===== src/rtl/mips_fetch_pkg.sv =====
// Shared types and constants for the MIPS instruction-fetch front end.
package mips_fetch_pkg;

   typedef enum logic [1:0] {
      ST_BOOT   = 2'd0,
      ST_REQ    = 2'd1,
      ST_HOLD   = 2'd2,
      ST_HALTED = 2'd3
   } fetch_state_t;

   localparam int unsigned INSTR_BYTES = 4;

endpackage


===== src/rtl/mips_fetch_unit_if.sv =====
// Instruction-bus read handshake plus the ir valid/ready hand-off to execute.
interface mips_fetch_unit_if #(
   parameter int ADDR_W = 32
);
   logic [ADDR_W-1:0] instr_address;
   logic              instr_read;
   logic              instr_waitrequest;
   logic [31:0]       instr_readdata;
   logic [31:0]       ir;
   logic [ADDR_W-1:0] ir_pc;
   logic              ir_valid;
   logic              ir_ready;
   logic              redirect;
   logic [ADDR_W-1:0] redirect_target;

   modport master (
      output instr_address, instr_read, ir, ir_pc, ir_valid,
      input  instr_waitrequest, instr_readdata, ir_ready, redirect, redirect_target
   );

   modport slave (
      input  instr_address, instr_read, ir, ir_pc, ir_valid,
      output instr_waitrequest, instr_readdata, ir_ready, redirect, redirect_target
   );
endinterface


===== src/rtl/mips_fetch_unit_redirect_tracker.sv =====
// Branch-delay-slot tracking: holds the pending redirect target until the slot
// instruction has been handed off, and flags slot branches / misaligned targets.
module fetch_redirect_tracker
   import mips_fetch_pkg::*;
#(
   parameter int ADDR_W = 32
) (
   input  logic              clk,
   input  logic              reset,
   input  logic              i_xfer,
   input  logic [ADDR_W-1:0] i_ir_pc,
   input  logic              i_redirect,
   input  logic [ADDR_W-1:0] i_redirect_target,
   output logic [ADDR_W-1:0] o_next_pc,
   output logic              o_err_slot_branch,
   output logic              o_err_misaligned
);
   // r_pend_valid doubles as the delay-slot flag: it is only set by a taken
   // redirect, and the very next transfer is always the slot.
   logic              r_pend_valid;
   logic [ADDR_W-1:0] r_pend_target;
   logic              r_err_slot;
   logic              r_err_mis;
   logic [ADDR_W-1:0] w_seq_pc;

   assign w_seq_pc          = i_ir_pc + ADDR_W'(INSTR_BYTES);
   assign o_next_pc         = r_pend_valid ? r_pend_target : w_seq_pc;
   assign o_err_slot_branch = r_err_slot;
   assign o_err_misaligned  = r_err_mis;

   always_ff @(posedge clk or posedge reset) begin
      if (reset) begin
         r_pend_valid  <= 1'b0;
         r_pend_target <= '0;
         r_err_slot    <= 1'b0;
         r_err_mis     <= 1'b0;
      end else if (i_xfer) begin
         if (r_pend_valid) begin
            r_pend_valid <= 1'b0;
            if (i_redirect) begin
               r_err_slot <= 1'b1;
            end
         end else if (i_redirect) begin
            r_pend_valid  <= 1'b1;
            r_pend_target <= {i_redirect_target[ADDR_W-1:2], 2'b00};
            if (i_redirect_target[1:0] != 2'b00) begin
               r_err_mis <= 1'b1;
            end
         end
      end
   end

endmodule


===== src/rtl/mips_fetch_unit.sv =====
// Instruction-fetch front end: PC/FSM, stallable read handshake, held ir with
// valid/ready hand-off, halt on HALT_ADDR and saturating retired-instruction count.
module mips_fetch_unit
   import mips_fetch_pkg::*;
#(
   parameter int                ADDR_W       = 32,
   parameter logic [ADDR_W-1:0] RESET_VECTOR = 32'hBFC00000,
   parameter logic [ADDR_W-1:0] HALT_ADDR    = 32'h00000000,
   parameter int                COUNT_W      = 32
) (
   input  logic               clk,
   input  logic               reset,
   input  logic               clk_enable,
   mips_fetch_unit_if.master  bus,
   output logic               active,
   output logic               err_slot_branch,
   output logic               err_misaligned,
   output logic [COUNT_W-1:0] instr_count
);
   fetch_state_t      r_state;
   logic [ADDR_W-1:0] r_pc;
   logic [ADDR_W-1:0] r_ir_pc;
   logic [31:0]       r_ir;
   logic              r_ir_valid;
   logic [COUNT_W-1:0] r_count;

   logic              w_transfer;
   logic              w_complete;
   logic [ADDR_W-1:0] w_next_pc;

   // Both events already fold in clk_enable so the tracker freezes with the FSM.
   assign w_transfer = clk_enable & (r_state == ST_HOLD) & r_ir_valid & bus.ir_ready;
   assign w_complete = clk_enable & (r_state == ST_REQ) & ~bus.instr_waitrequest;

   fetch_redirect_tracker #(
      .ADDR_W(ADDR_W)
   ) u_tracker (
      .clk               (clk),
      .reset             (reset),
      .i_xfer            (w_transfer),
      .i_ir_pc           (r_ir_pc),
      .i_redirect        (bus.redirect),
      .i_redirect_target (bus.redirect_target),
      .o_next_pc         (w_next_pc),
      .o_err_slot_branch (err_slot_branch),
      .o_err_misaligned  (err_misaligned)
   );

   always_ff @(posedge clk or posedge reset) begin
      if (reset) begin
         r_state    <= ST_BOOT;
         r_pc       <= RESET_VECTOR;
         r_ir       <= '0;
         r_ir_pc    <= '0;
         r_ir_valid <= 1'b0;
         r_count    <= '0;
      end else begin
         case (r_state)
            ST_BOOT: begin
               if (clk_enable) begin
                  r_state <= (RESET_VECTOR == HALT_ADDR) ? ST_HALTED : ST_REQ;
               end
            end
            ST_REQ: begin
               if (w_complete) begin
                  r_ir       <= bus.instr_readdata;
                  r_ir_pc    <= r_pc;
                  r_ir_valid <= 1'b1;
                  r_state    <= ST_HOLD;
               end
            end
            ST_HOLD: begin
               if (w_transfer) begin
                  r_ir_valid <= 1'b0;
                  if (r_count != '1) begin
                     r_count <= r_count + 1'b1;
                  end
                  r_pc    <= w_next_pc;
                  r_state <= (w_next_pc == HALT_ADDR) ? ST_HALTED : ST_REQ;
               end
            end
            ST_HALTED: begin
               r_ir_valid <= 1'b0;
            end
            default: r_state <= ST_BOOT;
         endcase
      end
   end

   assign bus.instr_read    = (r_state == ST_REQ);
   assign bus.instr_address = r_pc;
   assign bus.ir            = r_ir;
   assign bus.ir_pc         = r_ir_pc;
   assign bus.ir_valid      = r_ir_valid;
   assign active            = (r_state == ST_REQ) | (r_state == ST_HOLD);
   assign instr_count       = r_count;

endmodule


===== src/flat_wrapper.sv =====
// flat-port wrapper written by rule: the top's interface ports become plain ports
module mips_fetch_unit_flat import mips_fetch_pkg::*;
#(
   parameter int                ADDR_W       = 32,
   parameter logic [ADDR_W-1:0] RESET_VECTOR = 32'hBFC00000,
   parameter logic [ADDR_W-1:0] HALT_ADDR    = 32'h00000000,
   parameter int                COUNT_W      = 32
)
  (clk, reset, clk_enable, active, err_slot_branch, err_misaligned, instr_count, bus_instr_address, bus_instr_read, bus_ir, bus_ir_pc, bus_ir_valid, bus_instr_waitrequest, bus_instr_readdata, bus_ir_ready, bus_redirect, bus_redirect_target);
  mips_fetch_unit_if #(.ADDR_W(ADDR_W)) bus_i ();
  input  logic clk;
  input  logic reset;
  input  logic clk_enable;
  output logic active;
  output logic err_slot_branch;
  output logic err_misaligned;
  output logic [COUNT_W-1:0] instr_count;
  output wire logic [$bits(bus_i.instr_address)-1:0] bus_instr_address;
  output wire logic [$bits(bus_i.instr_read)-1:0] bus_instr_read;
  output wire logic [$bits(bus_i.ir)-1:0] bus_ir;
  output wire logic [$bits(bus_i.ir_pc)-1:0] bus_ir_pc;
  output wire logic [$bits(bus_i.ir_valid)-1:0] bus_ir_valid;
  input wire logic [$bits(bus_i.instr_waitrequest)-1:0] bus_instr_waitrequest;
  input wire logic [$bits(bus_i.instr_readdata)-1:0] bus_instr_readdata;
  input wire logic [$bits(bus_i.ir_ready)-1:0] bus_ir_ready;
  input wire logic [$bits(bus_i.redirect)-1:0] bus_redirect;
  input wire logic [$bits(bus_i.redirect_target)-1:0] bus_redirect_target;
  assign bus_instr_address = bus_i.instr_address;
  assign bus_instr_read = bus_i.instr_read;
  assign bus_ir = bus_i.ir;
  assign bus_ir_pc = bus_i.ir_pc;
  assign bus_ir_valid = bus_i.ir_valid;
  assign bus_i.instr_waitrequest = bus_instr_waitrequest;
  assign bus_i.instr_readdata = bus_instr_readdata;
  assign bus_i.ir_ready = bus_ir_ready;
  assign bus_i.redirect = bus_redirect;
  assign bus_i.redirect_target = bus_redirect_target;
  mips_fetch_unit #(.ADDR_W(ADDR_W), .RESET_VECTOR(RESET_VECTOR), .HALT_ADDR(HALT_ADDR), .COUNT_W(COUNT_W)) u_core (.clk(clk), .reset(reset), .clk_enable(clk_enable), .bus(bus_i), .active(active), .err_slot_branch(err_slot_branch), .err_misaligned(err_misaligned), .instr_count(instr_count));
endmodule

===== config.mk =====
export PLATFORM = sky130hd
export DESIGN_NAME = mips_fetch_unit_flat
export DESIGN_NICKNAME = d
export VERILOG_FILES = /design/src/rtl/mips_fetch_pkg.sv /design/src/rtl/mips_fetch_unit_if.sv /design/src/rtl/mips_fetch_unit_redirect_tracker.sv /design/src/rtl/mips_fetch_unit.sv /design/src/flat_wrapper.sv
export SDC_FILE = /design/constraint.sdc
export NUM_CORES = 1
export LEC_CHECK = 0
export BUFFER_PORTS_ARGS = -buffer_cell sky130_fd_sc_hd__buf_2
export CORE_MARGIN = 2
export CORE_UTILIZATION = 57
export CTS_CLUSTER_SIZE = 16
export DETAILED_ROUTE_END_ITERATION = 12
export PLACE_DENSITY = 0.86
export SYNTH_ARGS = -nofsm -noshare
export SYNTH_HDL_FRONTEND = slang
export SYNTH_SLANG_ARGS = --single-unit

===== constraint.sdc =====
create_clock -name clk -period 16.3 [get_ports clk]
set_input_delay 2.445 -clock clk [delete_from_list [all_inputs] [get_ports clk]]
set_output_delay 2.445 -clock clk [all_outputs]
set_load 0.01 [all_outputs]

Word-level counts from Yosys, hierarchy flattened
Cells that the tools add are included.
W data, S select, Z words.
- bits in registers: 164
- input bits: 70
- output and inout port bits: 133
- equality and inequality tests: 7
- reduce and logical (&&, ||, !) cells: 13
- $add $sub $neg: 2
- bitwise logic cells: 8
- mux-type cells: 11
- operators with widths (cell ; count):
    $add A32 B1 Y32 const B ; 1
    $add A32 B3 Y32 const B ; 1
    $logic_not A32 Y1 ; 1
    $mux W32 ; 1
    $ne A32 B32 Y1 const B ; 1
    $reduce_and A3 Y1 ; 4
    $mux W2 ; 4
    $reduce_and A4 Y1 ; 2
    $pmux W2 S3 ; 1
    $reduce_bool A3 Y1 ; 2
    $and A1 B1 Y1 ; 5
    $eq A2 B2 Y1 const B ; 2
    $mux W1 ; 4
    $ne A2 B2 Y1 const B ; 2
    $reduce_and A2 Y1 ; 2
    $pmux W1 S3 ; 1
    $eq A2 B1 Y1 const B ; 1
    $logic_not A2 Y1 ; 1
    $ne A2 B1 Y1 const B ; 1
    $not A1 Y1 ; 2
    $reduce_bool A2 Y1 ; 1
    $or A1 B1 Y1 ; 1

Logic depth before layout (Yosys ltp)
Gate-level depths: netlist (run 1).
- word-level depth: 6
- depth in mapped cells: 9
- mapped depth without buffers: 9

By module
From an unflattened synthesis (run 1), not the netlist that was laid out.
- cells, all modules: 687
- area total of the unflattened synthesis: 7628.6 µm²
- modules (own cells, without submodules) (module ; times used ; area an instance (µm²) ; cells each):
    mips_fetch_unit ; 1 ; 5405.2 ; 443
    fetch_redirect_tracker ; 1 ; 2223.4 ; 244

Worst setup path after synthesis (run 1)
Ideal clock, no wire load.
- path type: input to register
- from: in bus_ir_ready
- to: reg u_core.r_count[31], in the netlist u_core.instr_count[31]
- cell stages on the path: 7
- required time: 16175 ps
- buffers on the path: 1
- arrival: 3781 ps
- slack: 12394 ps
- cell sequence: nand4_1 > a31oi_2 > and4_1 > buf_4 > and3_4 > nand4_1 > xnor2_1
- word-level cells in the longest chain between the ends: 2
- RTL lines (what ; line ; text):
    start, declared ; flat_wrapper.sv:25 ; input wire logic [$bits(bus_i.ir_ready)-1:0] bus_ir_ready;
    $and A1 B1 Y1 ; mips_fetch_unit.sv:32 ; assign w_transfer = clk_enable & (r_state == ST_HOLD) & r_ir_valid & bus.ir_ready;
    $reduce_and A3 Y1 (no line) ; -- ;
    end signal, assigned ; mips_fetch_unit.sv:76 ; r_count <= r_count + 1'b1;
    end, declared ; mips_fetch_unit.sv:25 ; logic [COUNT_W-1:0] r_count;
Every way passes these cells.
A chain may end at the register's enable or synchronous reset.

Worst setup path after layout (run 1)
- from: in clk_enable
- to: reg u_core.r_count[31], in the netlist u_core.instr_count[31]
- word-level cells in the longest chain between the ends: 4
- RTL lines (what ; line ; text):
    start, declared ; flat_wrapper.sv:13 ; input logic clk_enable;
    $and A1 B1 Y1 (3 in a row) ; mips_fetch_unit.sv:32 ;
    $reduce_and A3 Y1 (no line) ; -- ;
Every way passes these cells.

==> results of run 1 <==
synth_stat cells (2+ instances only):
cell type  instances
dfrtp_1          155
mux2_2           102
nand2_1           57
o21ai_0           39
xnor2_1           31
nor2_1            30
nand3_1           27
xor2_1            25
clkbuf_1          20
nand4_1           19
a21oi_1           12
inv_1             11
dfstp_2            9
ha_1               9
mux2i_1            9
nor3_1             9
and4_1             7
nor4_1             6
and2_1             5
and3_1             4
a31oi_1            3
and3_4             3
buf_6              3
nand2b_1           3
a2111oi_0          2
a21o_1             2
a311oi_1           2
buf_1              2
buf_2              2
o31ai_1            2
o31ai_2            2
or3_2              2
area by class of cell:
cell class                      instances  share of cell area (%)
Multi-Input combinational cell        429                   34.93
Clock inverter                          4                  0.7855
Tap cell                              172                   2.329
Sequential cell                       164                   44.54
Inverter                               12                  0.5417
Clock buffer                           25                   5.363
Timing Repair Buffer                  209                   11.51
worst max-delay path: stages:
cell	delay, ns
buf_2	0.11
nand4_1	0.10
buf_4	0.32
a31oi_2	0.36
and4_1	0.47
and3_4	0.28
nand4_1	0.12
xnor2_1	0.14
power by group through the flow:
stage / combinational [mW] / sequential (mW) / clock, mW
CTS: 0.0173 / 0.407 / 0.392
finish: 0.0167 / 0.407 / 0.388
global route: 0.0192 / 0.407 / 0.409
detailed placement: 0.0171 / 0.415 / 0
global placement: 0.0167 / 0.415 / 0
floorplan: 0.00620 / 0.415 / 0
state kept, by name, indices dropped and copies added, names as in the netlist:
register	cells
u_core.bus.ir_pc	32
u_core.bus.instr_address	32
u_core.u_tracker.r_pend_valid	1
u_core.u_tracker.r_pend_target	30
u_core.instr_count	32
u_core.bus.ir_valid	1
u_core.bus.ir	32
u_core.u_tracker.o_err_slot_branch	1
u_core.u_tracker.o_err_misaligned	1
u_core.r_state	2
metal layers:
layer,vias up,GRT usage [%],part of all wire (%)
li1,2641,-,-
met1,2880,33.16,41
met2,217,44.40,50
met3,23,6.609,6.8
met4,2,9.673,1.6
met5,-,0,0.071
path summary, 6_finish.rpt:
check / from / to / slack, ns / cells after the start
setup reg to reg: u_core.bus.ir_pc[2]$_DFFE_PP0P_ / u_core.r_state[1]$_DFFE_PP0P_ / 12.97 / 9
min in group asynchronous: reset / u_core.bus.ir[1]$_DFFE_PP0P_ / 2.13 / 2
setup / recovery: clk_enable / u_core.instr_count[31]$_DFFE_PP0P_ / 12.20 / 8
hold reg to reg: u_core.u_tracker.o_err_misaligned$_DFFE_PP0P_ / u_core.u_tracker.o_err_misaligned$_DFFE_PP0P_ / 0.46 / 1
hold / removal: u_core.u_tracker.o_err_misaligned$_DFFE_PP0P_ / u_core.u_tracker.o_err_misaligned$_DFFE_PP0P_ / 0.46 / 1
max in group asynchronous: reset / u_core.instr_count[23]$_DFFE_PP0P_ / 12.61 / 3
cells by family (layout without fill, tap and decap cells):
group	after synthesis	in the layout	synth area share, %
fa+ha+maj	9	9	1.498
xor+xnor	56	56	6.526
mux	111	111	16.48
simple gates	183	183	12.84
compound gates	70	70	5.527
flops	164	164	54.75
buf+inv	40	250	2.381
==> results.toml, run 1 <==
[clocking]
clkTransAtPathRegs_ns = 0.06
insertion_delay_ns = 0.42
cts_setup_buffers = 0
cts_resized = 0
cts_tree = "yes"
cts_sinks = 164
cts.hold.buffers_added = 0
cts-root-buf = "clkbuf_16"
cts_htree_levels = 4
cts_buffers = 17
cts_buffer_depth = 2

[routing]
detail_route.vias_per_cell = 5.678
drt_iter0_markers = 417
ant_nets = 0
drcViolationCount = 0
wl_per_cell_um = 18.07
first_pass_iters = 5
dr_total_vias = 5763
routed_wl_mm = 18.35

[worst_setup_path]
worstPathMaxFanout = 62
startpoint_type = "primary input"
cp.required_ns = 16.61
end_kind = "register"
path_class = "primary input to register"
cp.arrival_ns = 4.40

[cells_and_area]
areaGrowthSynthToFinish_pct = 22.92
multi_input_area_um2 = 3227
final_area_um2 = 9239
layout_commonest_cell = "buf_2"
ff_latch_area_um2 = 4115
layout.nets = 912
layout_common_cells = "202 x buf_2, 155 x dfrtp_1, 102 x mux2_2"
layoutNonFillerInstCount = 1015
final_layout_size_suffix_gt1_share_pct = 42.94
n_fill_cell = 911
n_antenna_cell = 0
utilization_pct = 72.62

[timing]
slew_headroom_pct = 32.99
setup_ws_ns = 12.20
slew_viol_final = 0
setup_viol = 0
finalCriticalPeriod_ns = 4.097
finalClockSkew_ns = 0.008862
tightest_slew_ns = 1.005
rsz0062_at_grt = "no"
hold_slack_ns = 0.4603
post-route-period-util_pct = 25.14
hold_viol_final = 0
max_freq_mhz = 244.1
finalSetupTns_ns = 0

[power_and_ir_drop]
swShare_pct = 19.61
p_int_mw = 0.6526
comb_power_share_pct = 2.1
switching_power_mw = 0.1592
p_seq_share_pct = 50.2
clockPowerShare_pct = 47.8
p_leak_nw = 5.005
finalPower_mw = 0.8118
ir_drop_mv = 0.06978
power.density_nw_per_um2 = 87.87

[placement]
dp_hpwl_mm = 12.93
place_inst = 986
dp_slack_ns = 11.79
portBuffers = 202
globalplace.congestion = 0.8374
placed_area_um2 = 8671

[synthesis]
netlist.area_leader.share_pct = 51.61
synth_nets = 712
synth_top_flop_cell = "dfrtp_1"
synth-edff-count = 0
ys_ff_latch = 164
netlist_instances = 633
yosysTopAreaCell = "dfrtp_1"
synth_seq_area_share_pct = 54.75
syn_area_per_cell_um2 = 11.87
synthDistinctLibCells = 51
ys_warn_count = 0
synthArstFlopShare_pct = 100.0
ys_top_cells_by_area = "dfrtp_1 52%, mux2_2 15%, xnor2_1 3.6%"
syn_area_um2 = 7516

[global_routing]
grt_max_degree = 85
grt.total_usage_pct = 26.40
antenna_found_initial = 1
overflow = 0
grt_first_pass_wirelength_mm = 29.42
grt_pass1_vias = 5803

[worst_hold_path]
worstHoldPathType = "register to register"

[floorplan]
initial_core_util_pct = 59.08
die_w_um = 118.8
dieArea_um2 = 14120
num_rows = 41
ios = 203
core_area_um2 = 12720
die_y_um = 118.8

[job]
drv_cap = 0

[run_status]
status = "finished clean"
(Power assumes the default switching activity.)
==> run 2, diff against run 1 <==
--- a/config.mk
+++ b/config.mk
@@ -7,10 +7,10 @@
 export LEC_CHECK = 0
 export BUFFER_PORTS_ARGS = -buffer_cell sky130_fd_sc_hd__buf_2
 export CORE_MARGIN = 2
-export CORE_UTILIZATION = 57
+export CORE_UTILIZATION = 53
 export CTS_CLUSTER_SIZE = 16
 export DETAILED_ROUTE_END_ITERATION = 12
-export PLACE_DENSITY = 0.86
+export PLACE_DENSITY = 0.8
 export SYNTH_ARGS = -nofsm -noshare
 export SYNTH_HDL_FRONTEND = slang
 export SYNTH_SLANG_ARGS = --single-unit
==> constraint.sdc (replaced) <==
create_clock -name clk -period 3.9 [get_ports clk]
set_input_delay 0.585 -clock clk [delete_from_list [all_inputs] [get_ports clk]]
set_output_delay 0.585 -clock clk [all_outputs]
set_load 0.01 [all_outputs]
==> results.toml, run 2 (same netlist as run 1, synthesis figures left out) <==
[run_status]
status = "finished clean"

[routing]
first_pass_iters = 4
drcViolationCount = 0
ant_nets = 0
routed_wl_mm = 17.41
dr_total_vias = 5576
wl_per_cell_um = 16.94
detail_route.vias_per_cell = 5.424
drt_iter0_markers = 263

[cells_and_area]
layout_commonest_cell = "buf_2"
final_layout_size_suffix_gt1_share_pct = 43.40
areaGrowthSynthToFinish_pct = 24.55
n_antenna_cell = 0
layout.nets = 914
layout_common_cells = "202 x buf_2, 155 x dfrtp_1, 102 x mux2_2"

[clocking]
cts_buffers = 17
cts-root-buf = "clkbuf_16"
cts_htree_levels = 4
cts.hold.buffers_added = 0
clkTransAtPathRegs_ns = 0.06
cts_buffer_depth = 2
cts_resized = 0
cts_sinks = 164
cts_tree = "yes"
cts_setup_buffers = 0
insertion_delay_ns = 0.43

[worst_setup_path]
r2r_start = "u_core.bus.ir_pc[2]$_DFFE_PP0P_"
worstPathMaxFanout = 8
cp.required_ns = 4.24
crit_path_cell_trace = "ha_1, nand3_1, nor3_2, xor2_1, or4_1, a211o_1, nor4_2, nand4_1, o31ai_2"
r2r_end = "u_core.r_state[1]$_DFFE_PP0P_"
slowest_stage = "nor3_2"
cp_slowest_stage_delay_ns = 0.56
end_kind = "register"
startpoint_type = "register"
path_class = "register to register"
r2r_cells = 9
r2r_setup_slack_ns = 0.69
cp.arrival_ns = 3.55

[floorplan]
num_rows = 43
initial_core_util_pct = 54.15
ios = 203
die_y_um = 123.1
die_w_um = 123.1
dieArea_um2 = 15150
core_area_um2 = 13880

[worst_hold_path]
hp-start = "bus_instr_readdata[19]"
hold_depth = 2
whs_endpoint = "u_core.bus.ir[19]$_DFFE_PP0P_"
worstHoldPathType = "primary input to register"

[power_and_ir_drop]
p_int_mw = 2.915
finalPower_mw = 3.609
swShare_pct = 19.24
ir_drop_mv = 0.3174
power.density_nw_per_um2 = 385.6
p_seq_share_pct = 47.2
p_leak_nw = 5.057
clockPowerShare_pct = 50.9
comb_power_share_pct = 1.9
switching_power_mw = 0.6944

[timing]
max_freq_mhz = 311.3
tightest_slew_ns = 0.8629
slew_headroom_pct = 42.48
rsz0062_at_grt = "no"
slew_viol_final = 0
finalClockSkew_ns = 0.01121
post-route-period-util_pct = 82.37
finalCriticalPeriod_ns = 3.212
setup_viol = 0
hold_viol_final = 0
finalSetupTns_ns = 0

[placement]
dp_hpwl_mm = 12.26
portBuffers = 202
globalplace.congestion = 0.8473

[global_routing]
grt_pass1_vias = 5337
grt.total_usage_pct = 23.52
antenna_found_initial = 2
grt_first_pass_wirelength_mm = 27.03
overflow = 0
grt_max_degree = 165

[job]
drv_cap = 0
-- run 2: worst max-delay path by stage --
| stage | start | endpoint | cells after the start |
|---|---|---|---|
| 5_1_grt | u_core.bus.ir_pc[2]$_DFFE_PP0P_ | u_core.r_state[1]$_DFFE_PP0P_ | 9 |
| 6_report | u_core.bus.ir_pc[2]$_DFFE_PP0P_ | u_core.r_state[1]$_DFFE_PP0P_ | 9 |
| 4_1_cts | u_core.bus.ir_pc[2]$_DFFE_PP0P_ | u_core.r_state[1]$_DFFE_PP0P_ | 9 |
| 3_5_place_dp | u_core.bus.ir_pc[2]$_DFFE_PP0P_ | u_core.r_state[1]$_DFFE_PP0P_ | 9 |
| 3_3_place_gp | u_core.bus.ir_pc[2]$_DFFE_PP0P_ | u_core.r_state[1]$_DFFE_PP0P_ | 9 |
| 2_1_floorplan | u_core.bus.ir_pc[2]$_DFFE_PP0P_ | u_core.r_state[1]$_DFFE_PP0P_ | 9 |
-- run 2: area by class of cell --
type                            instances  area [um2]
Fill cell                            1081        4519
Timing Repair Buffer                  211        1091
Sequential cell                       164        4115
Clock buffer                           23       478.0
Multi-Input combinational cell        429        3227
Tap cell                              180       225.2
Inverter                               12       48.80
Clock inverter                          9       176.4
-- run 2: through the flow --
stage | hold slack [ns] | std cells | utilization [%] | setup WS (ns) | cell area, um2
5_1_grt | 0.3661 | 1028 | 67.44 | 0.4298 | 9361
3_3_place_gp | 0.4479 | 996 | 62.73 | 0.9346 | 8707
6_report | 0.3822 | 1028 | 67.44 | 0.6877 | 9361
3_5_place_dp | 0.4500 | 996 | 62.73 | 0.7094 | 8707
4_1_cts | 0.3664 | 1028 | 67.44 | 0.6901 | 9361
2_1_floorplan | 0.4716 | 633 | - | 1.169 | 7520
-- run 2: metal layers --
layer | share of wire [%] | global-route usage [%] | wire, um
met5 | 0.075 | 0 | 13
met4 | 1.8 | 7.741 | 320
met3 | 7.1 | 8.948 | 1245
met2 | 49 | 37.74 | 8513
met1 | 42 | 29.49 | 7321
-- run 2: power by group through the flow --
stage               Combinational (mW)  Sequential [mW]  Clock [mW]
floorplan                       0.0262             1.73           0
global placement                0.0714             1.73           0
detailed placement              0.0723             1.73           0
CTS                             0.0724             1.70        1.87
global route                    0.0797             1.70        1.95
finish                          0.0697             1.70        1.84
-- run 2: critical path: cells and delay by family, from the launching register on --
family                   cells  cell delay, ns
AND/OR/NAND/NOR              5            1.70
AO/OA/AOI/OAI                2            0.54
flip-flops                   1            0.47
adder cells (fa/ha/maj)      1            0.25
XOR/XNOR                     1            0.16
==> run 3, diff against run 2 <==
--- a/config.mk
+++ b/config.mk
@@ -5,12 +5,13 @@
 export SDC_FILE = /design/constraint.sdc
 export NUM_CORES = 1
 export LEC_CHECK = 0
+export ABC_AREA = 1
 export BUFFER_PORTS_ARGS = -buffer_cell sky130_fd_sc_hd__buf_2
 export CORE_MARGIN = 2
-export CORE_UTILIZATION = 53
+export CORE_UTILIZATION = 49
 export CTS_CLUSTER_SIZE = 16
 export DETAILED_ROUTE_END_ITERATION = 12
-export PLACE_DENSITY = 0.8
+export PLACE_DENSITY = 0.77
 export SYNTH_ARGS = -nofsm -noshare
 export SYNTH_HDL_FRONTEND = slang
 export SYNTH_SLANG_ARGS = --single-unit
==> constraint.sdc (replaced) <==
create_clock -name clk -period 2.8 [get_ports clk]
set_input_delay 0.42 -clock clk [delete_from_list [all_inputs] [get_ports clk]]
set_output_delay 0.42 -clock clk [all_outputs]
set_load 0.01 [all_outputs]
==> results.toml, run 3 <==
[worst_setup_path]
startpoint_type = "register"
end_kind = "register"
startpoint = "u_core.r_state[0]$_DFFE_PP0P_"
r2r_start = "u_core.r_state[0]$_DFFE_PP0P_"
cp.arrival_ns = 2.49
path_class = "register to register"
cp.required_ns = 3.11
r2r_setup_slack_ns = 0.61
r2r_cells = 10
worstPathMaxFanout = 6
r2r_end = "u_core.instr_count[22]$_DFFE_PP0P_"

[synthesis]
synth_top_flop_cell = "dfrtp_1"
synthTopCellsByCount = "440 x nand2_1, 155 x dfrtp_1, 80 x nor2_1, 67 x o21ai_0, 64 x inv_1"
ys_top_cells_by_area = "dfrtp_1 48%, nand2_1 20%, o21ai_0 4.1%"
synthMuxAreaShare_pct = 0
yosysMostFrequentCell = "nand2_1"
syn_area_per_cell_um2 = 7.861
synthXorXnorAreaFrac_pct = 3.344
synth_seq_area_share_pct = 50.68
yosysTopAreaCell = "dfrtp_1"
synth_fa_ha_area_share_pct = 1.387
synthArstFlopShare_pct = 100.0
ys_ff_latch = 164
synth-edff-count = 0
netlist.area_leader.share_pct = 47.77
syn_area_um2 = 8120
synthDistinctLibCells = 40
yosys.area_share.simple_pct = 33.93
ys_warn_count = 0
synth_compound_area_share_pct = 5.871
netlist_instances = 1033
synth_nets = 1112
synth_top_family_by_area = "simple AND/OR/NAND/NOR gates"

[floorplan]
ios = 203
die_w_um = 132.7
core_area_um2 = 16410
die_y_um = 132.7
num_rows = 47
initial_core_util_pct = 49.49
dieArea_um2 = 17620

[timing]
hold_viol_final = 0
finalCriticalPeriod_ns = 2.187
slew_headroom_pct = 35.12
tightest_slew_ns = 0.9721
slew_viol_final = 0
rsz0062_at_grt = "no"
hold_slack_ns = 0.1186
post-route-period-util_pct = 78.11
max_freq_mhz = 457.2
finalSetupTns_ns = 0
finalClockSkew_ns = 0.006153
setup_viol = 0

[placement]
placed_area_um2 = 9405
dp_hpwl_mm = 16.16
portBuffers = 202
place_inst = 1436
globalplace.congestion = 0.8871

[cells_and_area]
layout.nets = 1314
layoutNonFillerInstCount = 1472
areaGrowthSynthToFinish_pct = 23.04
layout_common_cells = "440 x nand2_1, 202 x buf_2, 155 x dfrtp_1"
layout_commonest_cell = "nand2_1"
final_layout_size_suffix_gt1_share_pct = 24.04
final_area_um2 = 9991

[global_routing]
grt_pass1_vias = 7144
grt_max_degree = 88
overflow = 0
grt_first_pass_wirelength_mm = 36.18
antenna_found_initial = 4
grt.total_usage_pct = 25.87

[run_status]
status = "finished clean"

[power_and_ir_drop]
ir_drop_mv = 0.4806
power.density_nw_per_um2 = 922.0
p_leak_nw = 5.272

[clocking]
cts_setup_buffers = 0
cts_tree = "yes"
clkTransAtPathRegs_ns = 0.07
cts_buffer_depth = 2
cts_buffers = 17
insertion_delay_ns = 0.43
cts.hold.buffers_added = 0
cts_htree_levels = 4
cts_resized = 0
cts-root-buf = "clkbuf_16"
cts_sinks = 164

[routing]
routed_wl_mm = 21.92
wl_per_cell_um = 14.89
drt_iter0_markers = 696
first_pass_iters = 5
drcViolationCount = 0
detail_route.vias_per_cell = 5.109
dr_total_vias = 7520
ant_nets = 0

[job]
drv_cap = 0

[worst_hold_path]
worstHoldPathType = "primary input to async pin"
## run 3: worst max-delay path, stage by stage (launching register included)
cell	delay (ns)
dfrtp_1	0.44
inv_1	0.13
ha_1	0.25
nand4_2	0.17
clkinv_1	0.21
nand2_1	0.09
nor2_1	0.14
nand2_1	0.11
nor2_1	0.25
nand2_1	0.11
xnor2_1	0.15
## run 3: through the flow
step           util (%)  setup WS (ns)  total power, mW
6_report          60.89         0.6129            9.212
5_1_grt           60.86         0.3804            9.856
4_1_cts           60.83         0.6139            9.246
3_5_place_dp      57.32         0.6213            6.941
3_3_place_gp      57.32         0.6865            6.870
2_1_floorplan         -         0.3026            5.622
## run 3: area by class of cell
class	instances	area, um2
multi-input combinational	769	3622
tap	220	275.3
clock inverter	13	122.6
sequential	164	4115
inverter	68	259.0
fill	1451	6416
clock buffer	19	452.9
antenna	4	10.01
timing repair buffer	215	1134
## run 3: kinds of logic after synthesis
| kind of cell | count (synthesis) |
|---|---|
| DFF | 164 |
| adders and majority gates | 9 |
| buffers and inverters | 100 |
| xor gates and xnor gates | 31 |
| AOI/OAI and AO/OA | 88 |
| and+or+nand+nor | 641 |
## run 3: worst max path at each step
stage	end	slack (ns)	cells past startpoint
after floorplan	u_core.bus.instr_address[0]$_DFFE_PP0P_	0.30	1
after global placement	u_core.r_state[1]$_DFFE_PP0P_	0.69	10
after detailed placement	u_core.instr_count[22]$_DFFE_PP0P_	0.62	10
after CTS	u_core.instr_count[22]$_DFFE_PP0P_	0.61	10
after global routing	u_core.instr_count[22]$_DFFE_PP0P_	0.38	10
final	u_core.instr_count[22]$_DFFE_PP0P_	0.61	10
## run 3: per-layer routing
metal | track usage (%) | up-vias | wire length (um)
met3 | 5.900 | 39 | 1633
li1 | - | 3671 | -
met5 | 0 | - | 0
met4 | 10.04 | 0 | 527
met2 | 41.77 | 296 | 10430
met1 | 34.12 | 3514 | 9330
## run 3: report_power, final
group	leakage [nW]	switching (mW)	internal, mW
logic	2.91	1.86	1.19
clock network	0.273	1.01	1.28
registers	2.09	0.708	3.17
